==> src/rtl/object_feature_reader_pkg.sv <==
// Shared definitions for the object feature reader: table widths and the
// scan state encoding.
package object_feature_reader_pkg;

    // Label ID width and location/sum width of the labeling block's tables.
    localparam int LBL_WIDTH = 8;
    localparam int LOC_SIZE  = 16;

    // Scan states. OFR_DIV is only reachable when the centroid divider is built.
    typedef enum logic [2:0] {
        OFR_IDLE  = 3'd0,
        OFR_ISSUE = 3'd1,
        OFR_WAIT  = 3'd2,
        OFR_DIV   = 3'd3,
        OFR_EMIT  = 3'd4,
        OFR_FIN   = 3'd5
    } ofr_state_t;

endpackage

==> src/rtl/object_feature_reader_serial_divider.sv <==
// Restoring serial divider, one quotient bit per cycle, LOC_SIZE cycles after
// a one-cycle start. The quotient register holds its result until the next start.
module serial_divider
    import object_feature_reader_pkg::*;
(
    input  logic                clk,
    input  logic                reset,
    input  logic                start,
    input  logic [LOC_SIZE-1:0] dividend,
    input  logic [LOC_SIZE-1:0] divisor,
    output logic [LOC_SIZE-1:0] quotient,
    output logic                div_done
);

    localparam int STEP_W = $clog2(LOC_SIZE);

    logic [LOC_SIZE:0]   rem;
    logic [LOC_SIZE-1:0] dvs;
    logic [STEP_W-1:0]   step;
    logic                running;
    logic [LOC_SIZE:0]   shifted;
    logic [LOC_SIZE:0]   trial;

    // Shift the next dividend bit into the partial remainder and try a subtract.
    always_comb begin
        shifted = {rem[LOC_SIZE-1:0], quotient[LOC_SIZE-1]};
        trial   = shifted - {1'b0, dvs};
    end

    // Asserted during the last step so the result is ready on the following cycle.
    assign div_done = running && (step == STEP_W'(LOC_SIZE - 1));

    // Iterate: the quotient register doubles as the dividend shift register.
    always_ff @(posedge clk or posedge reset) begin
        if (reset) begin
            rem      <= '0;
            dvs      <= '0;
            quotient <= '0;
            step     <= '0;
            running  <= 1'b0;
        end else if (start) begin
            rem      <= '0;
            dvs      <= divisor;
            quotient <= dividend;
            step     <= '0;
            running  <= 1'b1;
        end else if (running) begin
            // A clear MSB means the trial subtract did not go negative: restore skipped.
            if (!trial[LOC_SIZE]) begin
                rem      <= trial;
                quotient <= {quotient[LOC_SIZE-2:0], 1'b1};
            end else begin
                rem      <= shifted;
                quotient <= {quotient[LOC_SIZE-2:0], 1'b0};
            end
            step <= step + 1'b1;
            if (div_done) begin
                running <= 1'b0;
            end
        end
    end

endmodule

==> src/rtl/object_feature_reader.sv <==
// Post-frame object feature reader: walks label IDs 1..num_labels-1 through the
// table read port, drops small objects and streams one record per survivor.
// Build option: define CENTROID_EN to emit integer centroids (sum/area) via two
// serial dividers; without it out_cx/out_cy carry the raw coordinate sums.
module object_feature_reader
    import object_feature_reader_pkg::*;
#(
    parameter int RD_LATENCY = 2,
    parameter int MIN_AREA   = 4
) (
    input  logic                 clk,
    input  logic                 reset,
    input  logic                 start,
    input  logic [LBL_WIDTH-1:0] num_labels,
    output logic [LBL_WIDTH-1:0] obj_id,
    input  logic [LOC_SIZE-1:0]  obj_area,
    input  logic [LOC_SIZE-1:0]  obj_x,
    input  logic [LOC_SIZE-1:0]  obj_y,
    output logic                 out_valid,
    input  logic                 out_ready,
    output logic [LBL_WIDTH-1:0] out_id,
    output logic [LOC_SIZE-1:0]  out_area,
    output logic [LOC_SIZE-1:0]  out_cx,
    output logic [LOC_SIZE-1:0]  out_cy,
    output logic                 busy,
    output logic                 done
);

    localparam int WAIT_W = (RD_LATENCY > 1) ? $clog2(RD_LATENCY) : 1;

    ofr_state_t           state, state_next;
    logic [LBL_WIDTH-1:0] id;
    logic [LBL_WIDTH-1:0] num_q;
    logic [WAIT_W-1:0]    wait_cnt;
    logic [LOC_SIZE-1:0]  sum_x;
    logic [LOC_SIZE-1:0]  sum_y;
    logic [LBL_WIDTH:0]   id_inc;
    logic                 last_id;
    logic                 too_small;
    logic                 read_ready;
    logic                 advance;

    assign id_inc     = {1'b0, id} + 1'b1;
    assign last_id    = id_inc >= {1'b0, num_q};
    assign too_small  = obj_area < LOC_SIZE'(MIN_AREA);
    assign read_ready = (state == OFR_WAIT) && (wait_cnt == '0);

    // Label 0 is reserved, so the read address idles at 0 outside a scan.
    assign obj_id    = (state == OFR_ISSUE || state == OFR_WAIT ||
                        state == OFR_DIV   || state == OFR_EMIT) ? id : '0;
    assign out_valid = (state == OFR_EMIT);
    assign busy      = (state != OFR_IDLE);
    assign done      = (state == OFR_FIN);

`ifdef CENTROID_EN
    logic div_start;
    logic done_x, done_y;

    // Dividers launch on the cycle the table data is valid, so DIV lasts LOC_SIZE cycles.
    assign div_start = read_ready && !too_small;

    serial_divider u_div_x (
        .clk      (clk),
        .reset    (reset),
        .start    (div_start),
        .dividend (obj_x),
        .divisor  (obj_area),
        .quotient (out_cx),
        .div_done (done_x)
    );

    serial_divider u_div_y (
        .clk      (clk),
        .reset    (reset),
        .start    (div_start),
        .dividend (obj_y),
        .divisor  (obj_area),
        .quotient (out_cy),
        .div_done (done_y)
    );
`else
    assign out_cx = sum_x;
    assign out_cy = sum_y;
`endif

    // Next-state selection and the label-advance strobe.
    always_comb begin
        // NOTE: every always_comb output gets a default first so no path infers a latch.
        state_next = state;
        advance    = 1'b0;
        case (state)
            OFR_IDLE:
                if (start) begin
                    state_next = (num_labels <= LBL_WIDTH'(1)) ? OFR_FIN : OFR_ISSUE;
                end
            OFR_ISSUE:
                state_next = OFR_WAIT;
            OFR_WAIT:
                if (wait_cnt == '0) begin
                    if (too_small) begin
                        state_next = last_id ? OFR_FIN : OFR_ISSUE;
                        advance    = !last_id;
                    end else begin
`ifdef CENTROID_EN
                        state_next = OFR_DIV;
`else
                        state_next = OFR_EMIT;
`endif
                    end
                end
`ifdef CENTROID_EN
            OFR_DIV:
                if (done_x && done_y) begin
                    state_next = OFR_EMIT;
                end
`endif
            OFR_EMIT:
                if (out_ready) begin
                    state_next = last_id ? OFR_FIN : OFR_ISSUE;
                    advance    = !last_id;
                end
            OFR_FIN:
                state_next = OFR_IDLE;
            default:
                state_next = OFR_IDLE;
        endcase
    end

    // State register plus label counter, read-latency timer and record payload.
    always_ff @(posedge clk or posedge reset) begin
        if (reset) begin
            state    <= OFR_IDLE;
            id       <= '0;
            num_q    <= '0;
            wait_cnt <= '0;
            out_id   <= '0;
            out_area <= '0;
            sum_x    <= '0;
            sum_y    <= '0;
        end else begin
            // NOTE: sequential state uses non-blocking assignments so every register sees pre-edge values.
            state <= state_next;
            if (state == OFR_IDLE && start) begin
                id    <= LBL_WIDTH'(1);
                num_q <= num_labels;
            end else if (advance) begin
                id <= id_inc[LBL_WIDTH-1:0];
            end
            if (state == OFR_ISSUE) begin
                wait_cnt <= WAIT_W'(RD_LATENCY - 1);
            end else if (state == OFR_WAIT && wait_cnt != '0) begin
                wait_cnt <= wait_cnt - 1'b1;
            end
            // Payload only changes on a kept object, so it is stable throughout EMIT.
            if (read_ready && !too_small) begin
                out_id   <= id;
                out_area <= obj_area;
                sum_x    <= obj_x;
                sum_y    <= obj_y;
            end
        end
    end

endmodule

==> config.mk <==
export PLATFORM = sky130hd
export DESIGN_NAME = object_feature_reader
export DESIGN_NICKNAME = d
export VERILOG_FILES = /design/src/rtl/object_feature_reader_pkg.sv /design/src/rtl/object_feature_reader_serial_divider.sv /design/src/rtl/object_feature_reader.sv
export SDC_FILE = /design/constraint.sdc
export NUM_CORES = 1
export LEC_CHECK = 0
export CAP_MARGIN = 20
export CORE_ASPECT_RATIO = 0.6
export CORE_MARGIN = 5
export CORE_UTILIZATION = 25
export DETAILED_ROUTE_END_ITERATION = 10
export PLACE_DENSITY = 0.5
export SYNTH_ARGS = -nofsm -noshare
export SYNTH_HDL_FRONTEND = slang
export SYNTH_HIERARCHICAL = 1
export SYNTH_SLANG_ARGS = --single-unit
==> constraint.sdc <==
create_clock -name clk -period 7.9 [get_ports clk]
set_input_delay 1.185 -clock clk [delete_from_list [all_inputs] [get_ports clk]]
set_output_delay 1.185 -clock clk [all_outputs]
set_load 0.02 [all_outputs]
==> results of run 1 <==
cell type report:
| type | count | area, um^2 |
|---|---|---|
| Sequential cell | 76 | 1900 |
| Inverter | 13 | 50.0 |
| Fill cell | 1394 | 9020 |
| Multi-Input combinational cell | 183 | 1580 |
| Timing Repair Buffer | 128 | 1290 |
| Clock buffer | 10 | 239 |
| Tap cell | 198 | 248 |
| Clock inverter | 6 | 87.6 |
final timing paths:
kind	to	slack, ns	cells after the start
min in group asynchronous	out_cx[9]	1.27	3
setup reg to reg	state[2]	4.98	10
setup / recovery	obj_id[3]	4.32	4
hold / removal	out_area[13]	0.47	2
hold reg to reg	out_area[13]	0.47	2
max in group asynchronous	wait_cnt	6.04	4
sequential cells by signal, indices dropped and copies added (netlist names):
| name | count |
|---|---|
| out_id | 8 |
| state | 3 |
| out_area | 16 |
| out_cx | 16 |
| id | 8 |
| num_q | 8 |
| out_cy | 16 |
| wait_cnt | 1 |
critical path, cell delays in order (launching register included):
cell and delay (ns):
dfrtp_1 0.53, nor3_1 0.16, nor2_1 0.49, and2_1 0.26, clkdlybuf4s50_1 0.62
Yosys cell counts, types with 5 or more instances:
master / instances / area, um^2
ha_1: 9 / 113
dfrtp_1: 76 / 1900
nand2_1: 34 / 128
inv_1: 12 / 45.0
mux2_2: 17 / 191
nor2_1: 8 / 30.0
buf_12: 5 / 100
nand3_1: 5 / 25.0
mux2i_1: 8 / 80.1
mux2_4: 36 / 541
o21ai_0: 11 / 55.1
and2_1: 9 / 56.3
metrics by stage:
stage	power, mW	cell area, um^2	util (%)
after floorplan	1.25	3670	-
after global placement	1.62	5050	35.0
after detailed placement	1.63	5050	35.0
after CTS	2.10	5380	37.3
after global routing	2.19	5400	37.4
final	2.06	5400	37.4
per-layer routing:
| metal | vias up | track usage (%) | wire, um |
|---|---|---|---|
| li1 | 1231 | - | - |
| met1 | 1228 | 15.7 | 4760 |
| met2 | 86 | 14.4 | 3650 |
| met3 | 8 | 5.56 | 884 |
| met4 | 0 | 2.45 | 79 |
| met5 | - | 0 | 0 |
power by group through the flow:
stage	logic, mW	clock network [mW]	registers, mW
6_report	0.960	0.447	0.654
5_1_grt	1.03	0.483	0.674
3_5_place_dp	0.973	0	0.658
3_3_place_gp	0.958	0	0.657
4_1_cts	0.977	0.464	0.655
2_1_floorplan	0.447	0	0.798
logic make-up after synthesis:
group,synth area share [%]
AOI/OAI and AO/OA,4.16
xor gates and xnor gates,1.43
adders and majority gates,3.07
buffers and inverters,5.02
DFF,51.9
muxes,22.1
and+or+nand+nor,12.3
==> flow_summary.ini, run 1 <==
[sta]
tightest_slew_ns = 0.993
slew_viol_final = 0
rsz0062_at_grt = no
tns_ns = 0
final.period_utilization_pct = 45.3
hold_violations = 0
min_period_ns = 3.58
fmax_mhz = 279
setup_violations = 0
slew_headroom_pct = 33.8
fin_skew_ns = 0.00449
hold-worst-slack_ns = 0.473
setup_ws_ns = 4.32

[clock_tree]
clock_tree.root_cell = clkbuf_16
h-tree-depth = 3
postCtsSetupBuffers = 0
clkTransAtPathRegs_ns = 0.06
numCtsBuffers = 9
cts_hold_buf = 0
cts_resized = 0
clock_path_buffers = 2
numClockSinks = 76
clkLatencyLatePin_ns = 0.33
cts_tree = yes

[worst_setup_path]
worstPathArrival_ns = 2.40
worst_ep_required_time_ns = 6.71
start_kind = flip-flop
critPathKind = flip-flop to primary output
endpoint_kind = primary output
crit_start = state[0]
crit_fanout = 9
worstReg2RegStart = id[0]

[floorplanning]
rows = 34
initial_utilization_pct = 25.4
io_pins = 127
die_area_mm2 = 0.0173
fp.dieH_um = 104
core_mm2 = 0.0144
die_w_um = 166

[pwr]
p_switching_mw = 0.710
peakVddDrop_uv = 167
p_per_area_mw_per_mm2 = 382
power_leakage_nw = 2.48
p_seq_share_pct = 31.7
pwr-share-comb_pct = 46.6
pwr-share-clk_pct = 21.7
netSwitchingFraction_pct = 34.4
internal_power_mw = 1.35

[routing]
first_iter_violations = 113
drc = 0
ant_nets = 0
first_pass_iters = 4
wirelength_um = 9370
viasPerCell = 4.16
vias = 2553
wire_per_inst_um = 15.3

[place]
hpwl_um = 6800
dp_worst_setup_slack_ns = 4.24
port_buffers = 126
placed_cells = 597
place_congestion = 0.781

[yosys]
ys_seq_area_share_pct = 51.9
synth-main-ff-cell = dfrtp_1
synth-edff-count = 0
avgSynthCellArea_um2 = 13.0
syn_nets = 352
netlist_instances = 283
ys.warnings.count = 6
syn-cell-area_mm2 = 0.00367
ys_types = 39
synth-seq-cells = 76
synth-async-reset-ratio_pct = 100

[outcome]
run_status = completed

[global_route]
grt_pass1_vias = 2736
grt.overflow.total = 0
antenna_found_initial = 0
grt_pass1_wl_um = 15100
grt_start_max_net_pins = 77
grt_use_total_pct = 10.9

[min_path]
hold_path.class = flip-flop to flip-flop
hp-start = out_area[13]

[cells_and_area]
drive_above_1_share_pct = 19.2
final_common_cell = clkdlybuf4s50_1
diodes = 0
layout_common_cells = 126 x clkdlybuf4s50_1, 76 x dfrtp_1, 36 x mux2_4
nNetsFinal = 480
area_delta_synth_final_pct = 47.2
fin_cells = 614

[run]
maxCapViolCount = 0
Note: power is estimated with default switching activity, not from simulation.
==> run 2: changes to the inputs <==
- PLACE_DENSITY: 0.5 -> 0.52
- clock period: 7.9 -> 3.1 ns (I/O delays scaled with it)
==> run 2 against run 1 <==
Core utilization grew 0.21 points. Sequential cell count did not move. Highest routed layer unchanged. Routed wire length up 1.0%. Count of clock-buffer cells in the layout is 1 higher. Clock power rose by 140%. Global-route usage rose by 0.26 points. Critical path type unchanged. First-iteration DRC count decreased by 40%. Via count up 0.24%.
==> flow_summary.ini, run 2 (synthesis results as in run 1) <==
[outcome]
run_status = completed

[worst_setup_path]
crit_start = state[0]
start_kind = flip-flop
worstReg2RegStart = id[0]
worstPathArrival_ns = 2.38
endpoint_kind = primary output
crit_fanout = 9
worst_ep_required_time_ns = 2.63
critPathKind = flip-flop to primary output

[place]
hpwl_um = 7070
place_congestion = 0.763
port_buffers = 126

[clock_tree]
cts_tree = yes
clock_tree.root_cell = clkbuf_16
clock_path_buffers = 2
clkTransAtPathRegs_ns = 0.06
numCtsBuffers = 9
clkLatencyLatePin_ns = 0.33
h-tree-depth = 3
numClockSinks = 76

[routing]
viasPerCell = 4.15
first_iter_violations = 68
vias = 2559
wire_per_inst_um = 15.3
drc = 0
wirelength_um = 9470
ant_nets = 0
first_pass_iters = 4

[floorplanning]
initial_utilization_pct = 25.4
io_pins = 127
fp.dieH_um = 104
rows = 34
die_area_mm2 = 0.0173
die_w_um = 166
core_mm2 = 0.0144

[pwr]
netSwitchingFraction_pct = 34.9
total_power_mw = 5.20
internal_power_mw = 3.39
p_per_area_mw_per_mm2 = 958
peakVddDrop_uv = 420
pwr-share-clk_pct = 20.3
power_leakage_nw = 2.49
p_seq_share_pct = 32.2
p_switching_mw = 1.81
pwr-share-comb_pct = 47.5

[min_path]
hp-start = out_area[13]
hold_path.class = flip-flop to flip-flop

[global_route]
grt_use_total_pct = 11.2
grt_pass1_vias = 2813
grt_pass1_wl_um = 15500
antenna_found_initial = 0
grt.overflow.total = 0
grt_start_max_net_pins = 40

[sta]
final.period_utilization_pct = 91.8
tightest_slew_ns = 0.758
fin_skew_ns = 0.00604
fmax_mhz = 351
hold_violations = 0
slew_viol_final = 0
rsz0062_at_grt = no
min_period_ns = 2.85
setup_violations = 0
tns_ns = 0
slew_headroom_pct = 49.5

[cells_and_area]
diodes = 0
final_common_cell = clkdlybuf4s50_1
num-fill-cells = 1378
layout_common_cells = 126 x clkdlybuf4s50_1, 76 x dfrtp_1, 36 x mux2_4
area_delta_synth_final_pct = 48.0
drive_above_1_share_pct = 19.6
nNetsFinal = 483

[run]
maxCapViolCount = 0
## run 2: changes by cell type in the layout (fill, tap and decap cells not counted), sizes merged
cell and delta:
buf +3, bufinv -1, clkbuf +1
## run 2: power by group through the flow
stage          Clock (mW)  Sequential (mW)  Combinational, mW
2_1_floorplan           0             2.03               1.14
5_1_grt              1.14             1.73               2.67
4_1_cts              1.11             1.67               2.52
3_3_place_gp            0             1.67               2.48
3_5_place_dp            0             1.67               2.51
6_report             1.06             1.67               2.47
## run 2: final cells by class
type,count,area [um^2],share of cell area [%]
Clock inverter,5,61.3,1.13
Timing Repair Buffer,131,1340,24.6
Inverter,13,50.0,0.922
Sequential cell,76,1900,35.0
Tap cell,198,248,4.57
Multi-Input combinational cell,183,1590,29.2
Clock buffer,11,243,4.47
## run 2: stage by stage
stage / utilization [%] / std cells / setup slack, ns / hold WS [ns] / instance area (um^2)
floorplan: - / 283 / 0.570 / 0.484 / 3670
finish: 37.6 / 617 / 0.253 / 0.485 / 5430
detailed placement: 35.5 / 601 / 0.270 / 0.470 / 5120
CTS: 37.6 / 617 / 0.161 / 0.493 / 5420
global route: 37.6 / 617 / 0.0234 / 0.507 / 5430
global placement: 35.5 / 601 / 0.338 / 0.460 / 5120
## run 2: layer usage
metal	vias up	GRT usage (%)	part of all wire (%)
li1	1242	-	-
met1	1216	15.7	51
met2	90	14.5	38
met3	11	6.36	10
met4	0	2.86	0.80
met5	-	0	0
## run 2: final timing paths
kind	cells past startpoint	slack, ns	end
min in group asynchronous	2	0.57	out_cx[14]
max	5	0.25	obj_id[7]
max in group asynchronous	3	1.85	out_cx[4]
min reg2reg	2	0.49	out_area[13]
min	2	0.49	out_area[13]
max reg2reg	10	0.26	id[1]
## run 2: timing repair
action	CTS	global route
resized for setup	0	1
setup endpoints to repair	0	1
buffers inserted	0	0
hold buffers	0	0
## run 2: critical path: stages, from the launching register on
cell and delay, ns:
dfrtp_1 0.52, nor3_1 0.09, buf_4 0.16, nor2_1 0.43, and2_1 0.21, clkdlybuf4s50_1 0.65
==> run 3: changes to the inputs <==
- PLACE_DENSITY: 0.52 -> 0.5
- clock period: 3.1 -> 2.9 ns (I/O delays scaled with it)
==> run 3 against run 2 <==
Clock skew grew 0.00081 ns. Count of clock-buffer cells in the layout shrank 1. Total power up 8.6%. Final area increased by 1.1%. Sequential share of layout area shrank 0.39 points. Via count is 1.4% higher. Global-route usage grew 0.25 points. Combinational power up 8.1%. Largest power group unchanged.
==> flow_summary.ini, run 3 (synthesis results as in run 1) <==
[routing]
viasPerCell = 4.17
first_iter_violations = 121
first_pass_iters = 4
drc = 0
ant_nets = 0
vias = 2595
wirelength_um = 9470
wire_per_inst_um = 15.2

[clock_tree]
clock_path_buffers = 2
postCtsSetupBuffers = 0
cts_tree = yes
numClockSinks = 76
clock_tree.root_cell = clkbuf_16
cts_hold_buf = 0
h-tree-depth = 3
cts_resized = 0
clkLatencyLatePin_ns = 0.33
numCtsBuffers = 9
clkTransAtPathRegs_ns = 0.06

[place]
placed_area_mm2 = 0.00515
place_congestion = 0.805
hpwl_um = 7130
port_buffers = 126
dp_worst_setup_slack_ns = 0.0973

[worst_setup_path]
crit_fanout = 8
worst_ep_required_time_ns = 3.11
start_kind = flip-flop
critPathKind = flip-flop to flip-flop
endpoint_kind = flip-flop
worstPathArrival_ns = 2.95

[global_route]
grt_start_max_net_pins = 42
busiest_layer = met1
use_met1_pct = 16.3
grt_pass1_wl_um = 15700
grt.overflow.total = 0
grt_use_total_pct = 11.4
grt_use_met2_pct = 14.7
antenna_found_initial = 0
grt_pass1_vias = 2788
grtUsageMet3_pct = 6.51

[sta]
final.period_utilization_pct = 94.5
tightest_slew_ns = 0.673
min_period_ns = 2.74
fmax_mhz = 365
slew_headroom_pct = 55.1
slew_viol_final = 0
fin_skew_ns = 0.00685
setup_ws_ns = 0.159
hold-worst-slack_ns = 0.484
setup_violations = 0
hold_violations = 0

[outcome]
run_status = completed

[run]
maxCapViolCount = 0

[cells_and_area]
drive_above_1_share_pct = 21.2
layout_common_cells = 126 x clkdlybuf4s50_1, 76 x dfrtp_1, 36 x mux2_4
diodes = 0
num-fill-cells = 1391
area_delta_synth_final_pct = 49.6
nNetsFinal = 488
final_common_cell = clkdlybuf4s50_1
fin_area_mm2 = 0.00549
multi_input_area_mm2 = 0.00160
seq_area_mm2 = 0.00190

[floorplanning]
rows = 34
initial_utilization_pct = 25.4
die_area_mm2 = 0.0173
fp.dieH_um = 104
io_pins = 127
die_w_um = 166
core_mm2 = 0.0144

[pwr]
power_leakage_nw = 2.53
peakVddDrop_uv = 476
p_per_area_mw_per_mm2 = 1030

[min_path]
hold_path.class = flip-flop to flip-flop
==> run 3: changes by cell type in the layout (fill, tap and decap cells not counted), sizes merged <==
cell | previous run | this run
buf | 5 | 10
bufinv | 1 | 2
clkbuf | 11 | 10
clkinv | 2 | 3
clkinvlp | 3 | 2
==> run 3: routing by layer <==
metal | share of wire, % | vias up
li1 | - | 1253
met1 | 50 | 1245
met2 | 39 | 89
met3 | 10 | 8
met4 | 0.54 | 0
met5 | 0 | -
==> run 3: worst paths after layout <==
| check | start | to | slack, ns | depth (start not counted) |
|---|---|---|---|---|
| max | id[0] | id[0] | 0.16 | 10 |
| min | out_area[13] | out_area[13] | 0.48 | 2 |
| max reg2reg | id[0] | id[0] | 0.16 | 10 |
| min reg2reg | out_area[13] | out_area[13] | 0.48 | 2 |
| max in group asynchronous | reset | out_cy[8] | 1.72 | 3 |
| min in group asynchronous | reset | out_cx[6] | 0.51 | 2 |
==> run 3: worst max-delay path, stage by stage, from the launching register on <==
cell	delay (ns)
dfrtp_1	0.41
ha_1	0.26
nand3_2	0.15
nor2_4	0.21
xor2_1	0.16
ha_1	0.26
and3_1	0.18
a221o_1	0.36
a31oi_4	0.32
nand3_2	0.17
mux2i_1	0.15
==> run 3: report_power, final <==
part / internal [mW] / switching [mW] / total (mW)
combinational: 1.44 / 1.24 / 2.67
sequential: 1.51 / 0.266 / 1.77
clock: 0.754 / 0.444 / 1.20
==> run 3: metrics by stage <==
step	util [%]	setup TNS [ns]	instances	total power, mW
after floorplan	-	0	283	3.39
after global placement	35.7	0	606	4.46
after detailed placement	35.7	0	606	4.49
after CTS	37.9	0	622	5.74
after global routing	38.1	-0.0414	622	6.02
final	38.1	0	622	5.65
==> run 3: final cells by class <==
class | instances | area share [%]
sequential | 76 | 34.7
multi-input combinational | 183 | 29.1
timing repair buffer | 136 | 25.0
tap | 198 | 4.51
clock buffer | 10 | 4.17
clock inverter | 6 | 1.62
inverter | 13 | 0.912
